**src/rtl/mc_control_fsm.sv**
```systemverilog
// Multi-cycle MIPS control unit: sequences FETCH/DECODE/EXEC/MEM/WB over a shared request/ready memory port.
// Latency: branch/jump 3, ALU/store 4, load 5 cycles plus memory waits (branch 2 when BRANCH_IN_DECODE=1).
// Backpressure: MemReq is held until MemReady; MEM_TIMEOUT unanswered request cycles trap with BusErr.
module mc_control_fsm #(
    parameter int MEM_TIMEOUT      = 16,
    parameter bit BRANCH_IN_DECODE = 1'b0
) (
    input  logic       clk,
    input  logic       rstn,
    input  logic [5:0] OpCode,
    input  logic [5:0] FunctCode,
    input  logic       Zero,
    input  logic       MemReady,
    output logic       MemReq,
    output logic       MemIsInstr,
    output logic       MemWrite,
    output logic       IRWrite,
    output logic       PCWrite,
    output logic       RegWrite,
    output logic       ALUToASel,
    output logic       ALUToBSel,
    output logic       EXTSel,
    output logic [3:0] ALUOpertion,
    output logic [1:0] NPCSel,
    output logic [1:0] RegWriAddSel,
    output logic [1:0] RegWriDatSel,
    output logic [2:0] Load,
    output logic [1:0] Store,
    output logic       InstrDone,
    output logic       IllegalInstr,
    output logic       BusErr
);

    localparam logic [3:0] OP_ADD  = 4'b0001, OP_SUB  = 4'b0010, OP_AND  = 4'b0011, OP_OR   = 4'b0100,
                           OP_SLT  = 4'b0101, OP_SLTU = 4'b0110, OP_NOR  = 4'b0111, OP_SLL  = 4'b1000,
                           OP_SRL  = 4'b1001, OP_SRA  = 4'b1010, OP_SLLV = 4'b1011, OP_SRLV = 4'b1100,
                           OP_LUI  = 4'b1101, OP_XOR  = 4'b1110, OP_SRAV = 4'b1111;

    localparam int CW = (MEM_TIMEOUT > 1) ? $clog2(MEM_TIMEOUT) : 1;

    typedef enum logic [2:0] {S_FETCH, S_DECODE, S_EXEC, S_MEM, S_WB, S_TRAP} state_t;
    typedef enum logic [2:0] {C_ALU, C_LOAD, C_STORE, C_BRANCH, C_JUMP} cls_t;

    typedef struct packed {
        logic       legal;
        cls_t       cls;
        logic       is_bne;
        logic       link;
        logic       jump_reg;
        logic       a_sel;
        logic       b_sel;
        logic       ext;
        logic [3:0] alu_op;
        logic [1:0] wa;
        logic [1:0] wd;
        logic [2:0] load;
        logic [1:0] store;
    } dec_t;

    typedef struct packed {
        logic       req;
        logic       instr;
        logic       wr;
        logic       irw;
        logic       pcw;
        logic       regw;
        logic       a_sel;
        logic       b_sel;
        logic       ext;
        logic [3:0] alu_op;
        logic [1:0] npc;
        logic [1:0] wa;
        logic [1:0] wd;
        logic [2:0] load;
        logic [1:0] store;
        logic       done;
        logic       ill;
        logic       bus;
    } ctl_t;

    state_t        state_q, state_d;
    dec_t          dec;
    ctl_t          ctl;
    logic [CW-1:0] wait_q;
    logic          ill_q, bus_q;
    logic          set_ill, set_bus;
    logic          req_wait, timeout, taken;

    always_comb begin
        dec       = '0;
        dec.legal = 1'b1;
        dec.ext   = 1'b1;
        dec.cls   = C_ALU;
        case (OpCode)
            6'b000000: begin
                case (FunctCode)
                    6'b100000, 6'b100001: dec.alu_op = OP_ADD;
                    6'b100010, 6'b100011: dec.alu_op = OP_SUB;
                    6'b100100: dec.alu_op = OP_AND;
                    6'b100101: dec.alu_op = OP_OR;
                    6'b100110: dec.alu_op = OP_XOR;
                    6'b100111: dec.alu_op = OP_NOR;
                    6'b101010: dec.alu_op = OP_SLT;
                    6'b101011: dec.alu_op = OP_SLTU;
                    6'b000000: begin dec.alu_op = OP_SLL; dec.a_sel = 1'b1; end
                    6'b000010: begin dec.alu_op = OP_SRL; dec.a_sel = 1'b1; end
                    6'b000011: begin dec.alu_op = OP_SRA; dec.a_sel = 1'b1; end
                    6'b000100: dec.alu_op = OP_SLLV;
                    6'b000110: dec.alu_op = OP_SRLV;
                    6'b000111: dec.alu_op = OP_SRAV;
                    6'b001000: begin dec.cls = C_JUMP; dec.jump_reg = 1'b1; end
                    6'b001001: begin
                        dec.cls      = C_JUMP;
                        dec.jump_reg = 1'b1;
                        dec.link     = 1'b1;
                        dec.wd       = 2'b10;
                    end
                    default: dec.legal = 1'b0;
                endcase
            end
            6'b001000: begin dec.b_sel = 1'b1; dec.alu_op = OP_ADD; dec.wa = 2'b01; end
            6'b001100: begin dec.b_sel = 1'b1; dec.alu_op = OP_AND; dec.wa = 2'b01; dec.ext = 1'b0; end
            6'b001101: begin dec.b_sel = 1'b1; dec.alu_op = OP_OR;  dec.wa = 2'b01; dec.ext = 1'b0; end
            6'b001010: begin dec.b_sel = 1'b1; dec.alu_op = OP_SLT; dec.wa = 2'b01; end
            6'b001111: begin dec.b_sel = 1'b1; dec.alu_op = OP_LUI; dec.wa = 2'b01; end
            6'b100011, 6'b100000, 6'b100100, 6'b100001, 6'b100101: begin
                dec.cls    = C_LOAD;
                dec.b_sel  = 1'b1;
                dec.alu_op = OP_ADD;
                dec.wa     = 2'b01;
                dec.wd     = 2'b01;
                case (OpCode)
                    6'b100000: dec.load = 3'b001;
                    6'b100100: dec.load = 3'b010;
                    6'b100001: dec.load = 3'b011;
                    6'b100101: dec.load = 3'b100;
                    default:   dec.load = 3'b000;
                endcase
            end
            6'b101011, 6'b101000, 6'b101001: begin
                dec.cls    = C_STORE;
                dec.b_sel  = 1'b1;
                dec.alu_op = OP_ADD;
                case (OpCode)
                    6'b101000: dec.store = 2'b01;
                    6'b101001: dec.store = 2'b10;
                    default:   dec.store = 2'b00;
                endcase
            end
            6'b000100: begin dec.cls = C_BRANCH; dec.alu_op = OP_SUB; end
            6'b000101: begin dec.cls = C_BRANCH; dec.alu_op = OP_SUB; dec.is_bne = 1'b1; end
            6'b000010: dec.cls = C_JUMP;
            6'b000011: begin dec.cls = C_JUMP; dec.link = 1'b1; dec.wa = 2'b10; dec.wd = 2'b10; end
            default:   dec.legal = 1'b0;
        endcase
        if (!dec.legal) begin
            dec = '0;
        end
    end

    // Ready on the last permitted cycle wins over the timeout.
    assign req_wait = ((state_q == S_FETCH) || (state_q == S_MEM)) && !MemReady;
    assign timeout  = (MEM_TIMEOUT != 0) && req_wait && (wait_q == CW'(MEM_TIMEOUT - 1));
    assign taken    = dec.is_bne ? !Zero : Zero;

    always_comb begin
        state_d = state_q;
        set_ill = 1'b0;
        set_bus = 1'b0;
        ctl     = '0;
        if (state_q inside {S_DECODE, S_EXEC, S_MEM, S_WB}) begin
            ctl.a_sel  = dec.a_sel;
            ctl.b_sel  = dec.b_sel;
            ctl.ext    = dec.ext;
            ctl.alu_op = dec.alu_op;
            ctl.wa     = dec.wa;
            ctl.wd     = dec.wd;
            ctl.load   = dec.load;
            ctl.store  = dec.store;
        end
        case (state_q)
            S_FETCH: begin
                ctl.req   = 1'b1;
                ctl.instr = 1'b1;
                if (MemReady) begin
                    ctl.irw = 1'b1;
                    state_d = S_DECODE;
                end else if (timeout) begin
                    set_bus = 1'b1;
                    state_d = S_TRAP;
                end
            end
            S_DECODE: begin
                if (!dec.legal) begin
                    set_ill = 1'b1;
                    state_d = S_TRAP;
                end else if (BRANCH_IN_DECODE && (dec.cls == C_BRANCH)) begin
                    ctl.pcw = 1'b1;
                    ctl.npc = taken ? 2'b01 : 2'b00;
                    state_d = S_FETCH;
                end else begin
                    state_d = S_EXEC;
                end
            end
            S_EXEC: begin
                case (dec.cls)
                    C_LOAD, C_STORE: state_d = S_MEM;
                    C_BRANCH: begin
                        ctl.pcw = 1'b1;
                        ctl.npc = taken ? 2'b01 : 2'b00;
                        state_d = S_FETCH;
                    end
                    C_JUMP: begin
                        ctl.pcw  = 1'b1;
                        ctl.npc  = dec.jump_reg ? 2'b11 : 2'b10;
                        ctl.regw = dec.link;
                        state_d  = S_FETCH;
                    end
                    default: state_d = S_WB;
                endcase
            end
            S_MEM: begin
                ctl.req = 1'b1;
                ctl.wr  = (dec.cls == C_STORE);
                if (MemReady) begin
                    if (dec.cls == C_STORE) begin
                        ctl.pcw = 1'b1;
                        state_d = S_FETCH;
                    end else begin
                        state_d = S_WB;
                    end
                end else if (timeout) begin
                    set_bus = 1'b1;
                    state_d = S_TRAP;
                end
            end
            S_WB: begin
                ctl.regw = 1'b1;
                ctl.pcw  = 1'b1;
                state_d  = S_FETCH;
            end
            default: state_d = S_TRAP;
        endcase
        ctl.done = ctl.pcw;
        ctl.ill  = ill_q;
        ctl.bus  = bus_q;
    end

    // Holding rstn low silences every output, so an aborted request issues no strobe.
    assign {MemReq, MemIsInstr, MemWrite, IRWrite, PCWrite, RegWrite, ALUToASel, ALUToBSel, EXTSel,
            ALUOpertion, NPCSel, RegWriAddSel, RegWriDatSel, Load, Store, InstrDone, IllegalInstr,
            BusErr} = rstn ? ctl : '0;

    always_ff @(posedge clk) begin
        if (!rstn) begin
            state_q <= S_FETCH;
            wait_q  <= '0;
            ill_q   <= 1'b0;
            bus_q   <= 1'b0;
        end else begin
            state_q <= state_d;
            if (req_wait && (MEM_TIMEOUT != 0)) begin
                wait_q <= wait_q + CW'(1);
            end else begin
                wait_q <= '0;
            end
            if (set_ill) ill_q <= 1'b1;
            if (set_bus) bus_q <= 1'b1;
        end
    end

endmodule
```
**config.mk**
```make
export PLATFORM = sky130hd
export DESIGN_NAME = mc_control_fsm
export DESIGN_NICKNAME = d
export VERILOG_FILES = /design/src/rtl/mc_control_fsm.sv
export SDC_FILE = /design/constraint.sdc
export NUM_CORES = 1
export LEC_CHECK = 0
export CAP_MARGIN = 10
export CORE_ASPECT_RATIO = 0.75
export CORE_MARGIN = 4
export CORE_UTILIZATION = 43
export CTS_BUF_LIST = sky130_fd_sc_hd__clkbuf_4
export DETAILED_ROUTE_END_ITERATION = 10
export HOLD_SLACK_MARGIN = 0.03
export PLACE_DENSITY = 0.79
export RECOVER_POWER = 100
export SETUP_SLACK_MARGIN = 0.15
export SYNTH_ARGS = -nofsm -noshare
export SYNTH_HDL_FRONTEND = slang
export SYNTH_SLANG_ARGS = --single-unit
```
**constraint.sdc**
```tcl
create_clock -name clk -period 2 [get_ports clk]
set_input_delay 0.4 -clock clk [delete_from_list [all_inputs] [get_ports clk]]
set_output_delay 0.4 -clock clk [all_outputs]
set_load 0.02 [all_outputs]
```
==> metrics.log, run 1 <==
[metrics] count of flip-flops with a built-in enable after synthesis: 0
[metrics] first error line in the log: [ERROR DPL-0038] Utilization greater than 100%, impossible to legalize
[metrics] Cell Area, Synth: 1260 um2
[metrics] status: stopped before the end
[metrics] placed wire-length estimate: 3830 um
[metrics] die extent in y: 54.9 um
[metrics] Chip Width: 70.6 um
[metrics] worst ep type: output port
[metrics] Mean Syn Cell Area: roughly 6.6 um2
[metrics] proportion of synthesized flip-flops having asynchronous set or reset: 0%
[metrics] PortBufs: 42
[metrics] Placement Rows: 16
[metrics] synth unique cells: 49
[metrics] Primary FF master, synth: sky130_fd_sc_hd__dfxtp_1
[metrics] Root Buffer: sky130_fd_sc_hd__clkbuf_4
[metrics] Starting Density: 46.7%
[metrics] total of warnings raised by yosys: 0
[metrics] number of buffers inserted during clock tree synthesis: 3
[metrics] Fail Step: global routing (5_1_grt)
[metrics] worst-case clock buffer depth: 2
[metrics] largest net degree at the start of global routing: 12
[metrics] number of sinks handled by clock tree synthesis: 9
[metrics] routability congestion estimate from global placement: between 0.9 and 1
[metrics] sequential share of the synthesized area: 14.3%
[metrics] worst endpoint left by the global-route repair_timing run: Store[1]
[metrics] io pins: 43
[metrics] flop and latch count out of synthesis: 9
[metrics] number of instances in the synthesized netlist: about 190
[metrics] number of H-tree levels: 1
[metrics] cts hold-fix bufs: 0
[metrics] Mapped Nets: 209
## cell usage after synthesis, types with 2 or more instances
| master | instances | area share (%) |
|---|---|---|
| sky130_fd_sc_hd__nor2b_1 | 8 | 4.0 |
| sky130_fd_sc_hd__a21oi_1 | 18 | 7.1 |
| sky130_fd_sc_hd__nand3b_1 | 2 | 1.2 |
| sky130_fd_sc_hd__xnor2_1 | 2 | 1.4 |
| sky130_fd_sc_hd__nor3_1 | 8 | 3.2 |
| sky130_fd_sc_hd__o221ai_1 | 3 | 2.1 |
| sky130_fd_sc_hd__a21boi_0 | 2 | 1.2 |
| sky130_fd_sc_hd__a21o_1 | 3 | 1.8 |
| sky130_fd_sc_hd__nor3b_1 | 2 | 1.2 |
| sky130_fd_sc_hd__o22ai_1 | 2 | 0.99 |
| sky130_fd_sc_hd__nor4_1 | 2 | 0.99 |
| sky130_fd_sc_hd__or3_1 | 2 | 0.99 |
| sky130_fd_sc_hd__clkbuf_1 | 10 | 3.0 |
| sky130_fd_sc_hd__inv_1 | 9 | 2.7 |
| sky130_fd_sc_hd__xor2_1 | 2 | 1.4 |
| sky130_fd_sc_hd__nand2_1 | 17 | 5.1 |
| sky130_fd_sc_hd__buf_2 | 2 | 0.79 |
| sky130_fd_sc_hd__buf_4 | 2 | 1.2 |
| sky130_fd_sc_hd__o21bai_1 | 2 | 1.2 |
| sky130_fd_sc_hd__o21ai_0 | 12 | 4.8 |
| sky130_fd_sc_hd__dfxtp_1 | 9 | 14 |
| sky130_fd_sc_hd__nand3_1 | 9 | 3.6 |
| sky130_fd_sc_hd__and2_1 | 5 | 2.5 |
| sky130_fd_sc_hd__a211oi_1 | 2 | 1.2 |
| sky130_fd_sc_hd__nand2b_1 | 5 | 2.5 |
| sky130_fd_sc_hd__nand4_1 | 2 | 0.99 |
| sky130_fd_sc_hd__a31oi_1 | 2 | 0.99 |
| sky130_fd_sc_hd__nor2_1 | 21 | 6.2 |
| sky130_fd_sc_hd__a32o_1 | 2 | 1.6 |
| sky130_fd_sc_hd__and3_1 | 6 | 3.0 |
## kinds of logic after synthesis
kind of cell | synth area share (%)
flops | 14.3
fa+ha+maj | 0.991
xor+xnor | 2.78
simple gates | 40.5
buf+inv | 8.52
mux | 0.793
compound gates | 32.1
## what timing repair did
| action | in CTS |
|---|---|
| setup endpoints to repair | 34 |
| endpoints found under the hold margin | 0 |
| pin swaps | 28 |
| gates resized for setup | 244 |
| gates cloned | 1 |
| buffers inserted | 16 |
## per-stage QoR
step | setup slack [ns] | area, um2 | std cells
3_5_place_dp | -1.20 | 2180 | 308
4_1_cts | -0.347 | 2560 | 329
3_3_place_gp | -1.10 | 2180 | 308
2_1_floorplan | -0.299 | 1380 | 192
==> inputs of run 2 (changes only) <==
==> config.mk (replaced) <==
export PLATFORM = sky130hd
export DESIGN_NAME = mc_control_fsm
export DESIGN_NICKNAME = d
export VERILOG_FILES = /design/src/rtl/mc_control_fsm.sv
export SDC_FILE = /design/constraint.sdc
export NUM_CORES = 1
export LEC_CHECK = 0
export CAP_MARGIN = 10
export CORE_AREA = 4 4 65 67
export DETAILED_ROUTE_END_ITERATION = 10
export DIE_AREA = 0 0 69 71
export PLACE_DENSITY_LB_ADDON = 0.15
export RECOVER_POWER = 100
export SYNTH_ARGS = -nofsm -noshare
export SYNTH_HDL_FRONTEND = slang
export SYNTH_SLANG_ARGS = --single-unit
==> constraint.sdc (replaced) <==
create_clock -name clk -period 2.6 [get_ports clk]
set_input_delay 0.52 -clock clk [delete_from_list [all_inputs] [get_ports clk]]
set_output_delay 0.52 -clock clk [all_outputs]
set_load 0.02 [all_outputs]
==> metrics.log, run 2 <==
[metrics] most frequent cell on the critical path: sky130_fd_sc_hd__buf_6
[metrics] maximum ir drop on the vdd rail: 0.000300 V
[metrics] critical path depth: 9
[metrics] violated checks: setup timing
[metrics] number of buffers inserted during clock tree synthesis: 3 (unchanged)
[metrics] placeable core area: 3630 um2
[metrics] unrepaired setup endpoints after global routing: yes
[metrics] max-cap violation count: 0
[metrics] total power per unit cell area: 318 nW/um2
[metrics] start point of the critical path: OpCode[2]
[metrics] flip-flop count of the largest register after layout: 4
[metrics] cell at the slowest stage of the critical path: sky130_fd_sc_hd__nor4b_4
[metrics] top flop regs: wait_q: 4 flops, state_q: 3 flops
[metrics] CP max FO: 5
[metrics] CP Buf/Inv Count: 4
[metrics] sequential share of the synthesized area: 14.3% (unchanged)
[metrics] Slew Limit Fails: 0
[metrics] GR Layer Usage met2: 30.3%
[metrics] cell with the most instances after synthesis: sky130_fd_sc_hd__nor2_1
[metrics] number of sinks handled by clock tree synthesis: 9 (unchanged)
[metrics] Cell Area, Synth: 1260 um2 (unchanged)
[metrics] Mapped Nets: 209 (unchanged)
[metrics] most congested layer reported by global routing: met2
[metrics] register bank with the most flops: wait_q
[metrics] critical path, cell by cell: buf_8 > or2_4 > nor4b_4 > o221a_4 > o31ai_4 > buf_6 > buf_6 > nor3_2 > buf_4
[metrics] share of post-route cells with drive strength above 1: between 40% and 50%
[metrics] PortBufs: 42 (unchanged)
[metrics] routability congestion estimate from global placement: 0.835 (-8.1%)
[metrics] length of the first detailed-routing pass in iterations: 4
[metrics] number of H-tree levels: 1 (unchanged)
[metrics] synth-to-layout area growth: 75.5%
[metrics] met1 GRT Util: between 20% and 30%
[metrics] met3 track utilization from global routing: 2.27%
[metrics] final core utilization: roughly three fifths
[metrics] ANT cells: 0
[metrics] number of instances in the synthesized netlist: 192 (unchanged)
[metrics] worst slew margin relative to its limit: 72.7%
[metrics] Root Buffer: sky130_fd_sc_hd__clkbuf_8
[metrics] register-to-register setup slack: 1.01 ns
[metrics] HP Class: flop to flop
[metrics] slew at the pin with the worst max-slew slack: 0.405 ns
[metrics] startpoint type of the worst setup path: input pin
[metrics] Placement Rows: 22 (+6)
[metrics] Filler Cells Inserted: 373
[metrics] via count of the first global-routing pass: 1,603
[metrics] setup tns final: -0.0122 ns
[metrics] post-route fraction of the period consumed by the critical path: 100%
[metrics] largest net degree at the start of global routing: 13
[metrics] cell type with the largest total area after synthesis: sky130_fd_sc_hd__dfxtp_1
[metrics] Starting Density: 34.7% (-12 points)
[metrics] post-DR wirelength/cell: 12.8 um
[metrics] Crit path required time: 2.08 ns
[metrics] flop and latch count out of synthesis: 9 (unchanged)
[metrics] clock-pin slew on the worst setup and hold paths: around 0.040 ns
[metrics] Detail Route Antenna Nets: 0
[metrics] Static Leakage: 0.971 nW
[metrics] via count: 1,711
[metrics] die extent in y: 71 um (+29%)
[metrics] total of warnings raised by yosys: 0 (unchanged)
[metrics] Largest stage delay, worst path: roughly 0.34 ns
[metrics] Setup CP Type: input pin to primary output
[metrics] Primary FF master, synth: sky130_fd_sc_hd__dfxtp_1
[metrics] setup slack after layout: -0.00979 ns
[metrics] r2r worst-path depth: 5
[metrics] synth unique cells: 49 (unchanged)
[metrics] commonest cells in the netlist: 21 x sky130_fd_sc_hd__nor2_1, 18 x sky130_fd_sc_hd__a21oi_1, 17 x sky130_fd_sc_hd__nand2_1, 12 x sky130_fd_sc_hd__o21ai_0, 10 x sky130_fd_sc_hd__clkbuf_1
[metrics] dominant cells by area after synthesis: sky130_fd_sc_hd__dfxtp_1 14%, sky130_fd_sc_hd__a21oi_1 7.1%, sky130_fd_sc_hd__nor2_1 6.2%
[metrics] min cycle time layout: 2.61 ns
[metrics] Layout Skew: 0.00111 ns
[metrics] cts hold-fix bufs: 0 (unchanged)
[metrics] placed wire-length estimate: 3330 um (-13%)
[metrics] vias per std cell: about 5.2
[metrics] end of the critical path: Load[2]
[metrics] proportion of synthesized flip-flops having asynchronous set or reset: 0% (unchanged)
[metrics] initial antenna violation count: 0
[metrics] category of the worst setup path capture point: primary output
[metrics] hold violation total from the final report: 0
[metrics] initial detailed-routing violation count: 97
[metrics] count of unresolved DRC violations after routing: 0
[metrics] Mean Syn Cell Area: 6.58 um2 (unchanged)
[metrics] total setup violations reported at the end of the flow: 3
[metrics] count of flip-flops with a built-in enable after synthesis: 0 (unchanged)
[metrics] worst-skew pair later-pin latency: 0.24 ns
[metrics] Chip Width: 69 um (-2.2%)
[metrics] # placed instances: 319 (+3.6%)
[metrics] arrival time of the worst setup path: roughly 2.1 ns
[metrics] post-synth top area share: 14.3% (unchanged)
[metrics] TritonCTS clock tree: built
[metrics] total routed wirelength: 4250 um
[metrics] commonest cells after routing, fill and taps aside: 57 x sky130_fd_sc_hd__buf_4, 20 x sky130_fd_sc_hd__nor2_1, 17 x sky130_fd_sc_hd__a21oi_1, 17 x sky130_fd_sc_hd__nand2_1, 12 x sky130_fd_sc_hd__clkbuf_2
[metrics] worst-case clock buffer depth: 2 (unchanged)
[metrics] worst hold margin: 0.445 ns
[metrics] die area: 4900 um2
[metrics] maximum clock frequency: between 0.3 and 0.4 GHz
[metrics] global-route total usage across every layer: 17.7%
[metrics] status: complete, but fails checks
[metrics] most frequent standard cell in the layout excluding fill and tap cells: sky130_fd_sc_hd__buf_4
[metrics] reg-to-reg critical path startpoint: state_q[1]
[metrics] terminus of the critical flop-to-flop path: state_q[2]
[metrics] io pins: 43 (unchanged)
[metrics] total congestion overflow: 0
[metrics] Final Instance Count excl. Fillers: 332
[metrics] Crit path max-delay family: simple AND/OR/NAND/NOR gates
[metrics] net count reported at finish: 302
[metrics] wire length of the first global-routing pass: roughly 7300 um
[run 2: cell counts after synthesis]
No cell type changed its count.
[run 2: final cells by class]
type / instances / area, um2 / area share [%]
Multi-Input combinational cell: 159 / 1090 / 49.1
Inverter: 9 / 33.8 / 1.52
Tap cell: 48 / 60.1 / 2.71
Sequential cell: 9 / 180 / 8.13
Timing Repair Buffer: 103 / 810 / 36.5
Clock buffer: 4 / 45.0 / 2.03
[run 2: worst min path at each step]
stage	startpoint	end	slack [ns]	cells after the start
3_5_place_dp	wait_q[0]	wait_q[0]	0.44	1
3_3_place_gp	wait_q[0]	wait_q[0]	0.43	1
4_1_cts	wait_q[0]	wait_q[0]	0.45	1
5_1_grt	wait_q[0]	wait_q[0]	0.48	1
2_1_floorplan	wait_q[0]	wait_q[0]	0.42	1
6_report	wait_q[0]	wait_q[0]	0.44	1
[run 2: cell families (layout without fill, tap and decap cells)]
logic type,Yosys count,count (layout),share of synthesized area (%)
compound gates,58,58,32.1
flops,9,9,14.3
simple gates,95,95,40.5
xor+xnor,4,4,2.78
fa+ha+maj,1,1,0.991
buf+inv,24,116,8.52
mux,1,1,0.793
[run 2: worst register-to-register path, cell delays in order (launching register included)]
cell,delay (ns)
sky130_fd_sc_hd__dfxtp_1,0.43
sky130_fd_sc_hd__buf_4,0.18
sky130_fd_sc_hd__inv_1,0.09
sky130_fd_sc_hd__a211o_1,0.29
sky130_fd_sc_hd__o311ai_0,0.37
sky130_fd_sc_hd__o2bb2ai_1,0.16
[run 2: stage by stage]
step | area [um2] | setup slack (ns) | total power [mW]
after CTS | 2200 | -0.0573 | 0.700
after floorplan | 1270 | -0.0671 | 0.361
final | 2220 | -0.00979 | 0.704
after global placement | 2070 | -0.775 | 0.523
after global routing | 2220 | -0.0609 | 0.761
after detailed placement | 2070 | -0.904 | 0.523
[run 2: what timing repair did]
item / 4_1_cts / 5_1_grt
resized for setup: 135 / 33
setup endpoints to repair: 25 / 20
buffers inserted: 8 / 1
pin swaps: 9 / 4
[run 2: layer usage]
layer	part of all wire (%)	wire, um
met1	45	1900
met2	49	2090
met3	4.7	200
met4	1.6	70
met5	0	0
[run 2: power breakdown]
part           switching, mW  leakage [nW]  internal [mW]  total [mW]
sequential            0.0176        0.0733          0.155       0.172
combinational          0.194         0.875          0.174       0.368
clock                 0.0567        0.0228          0.107       0.164
total                  0.268         0.971          0.436       0.704
No activity file was read; power rests on OpenSTA's default activity.
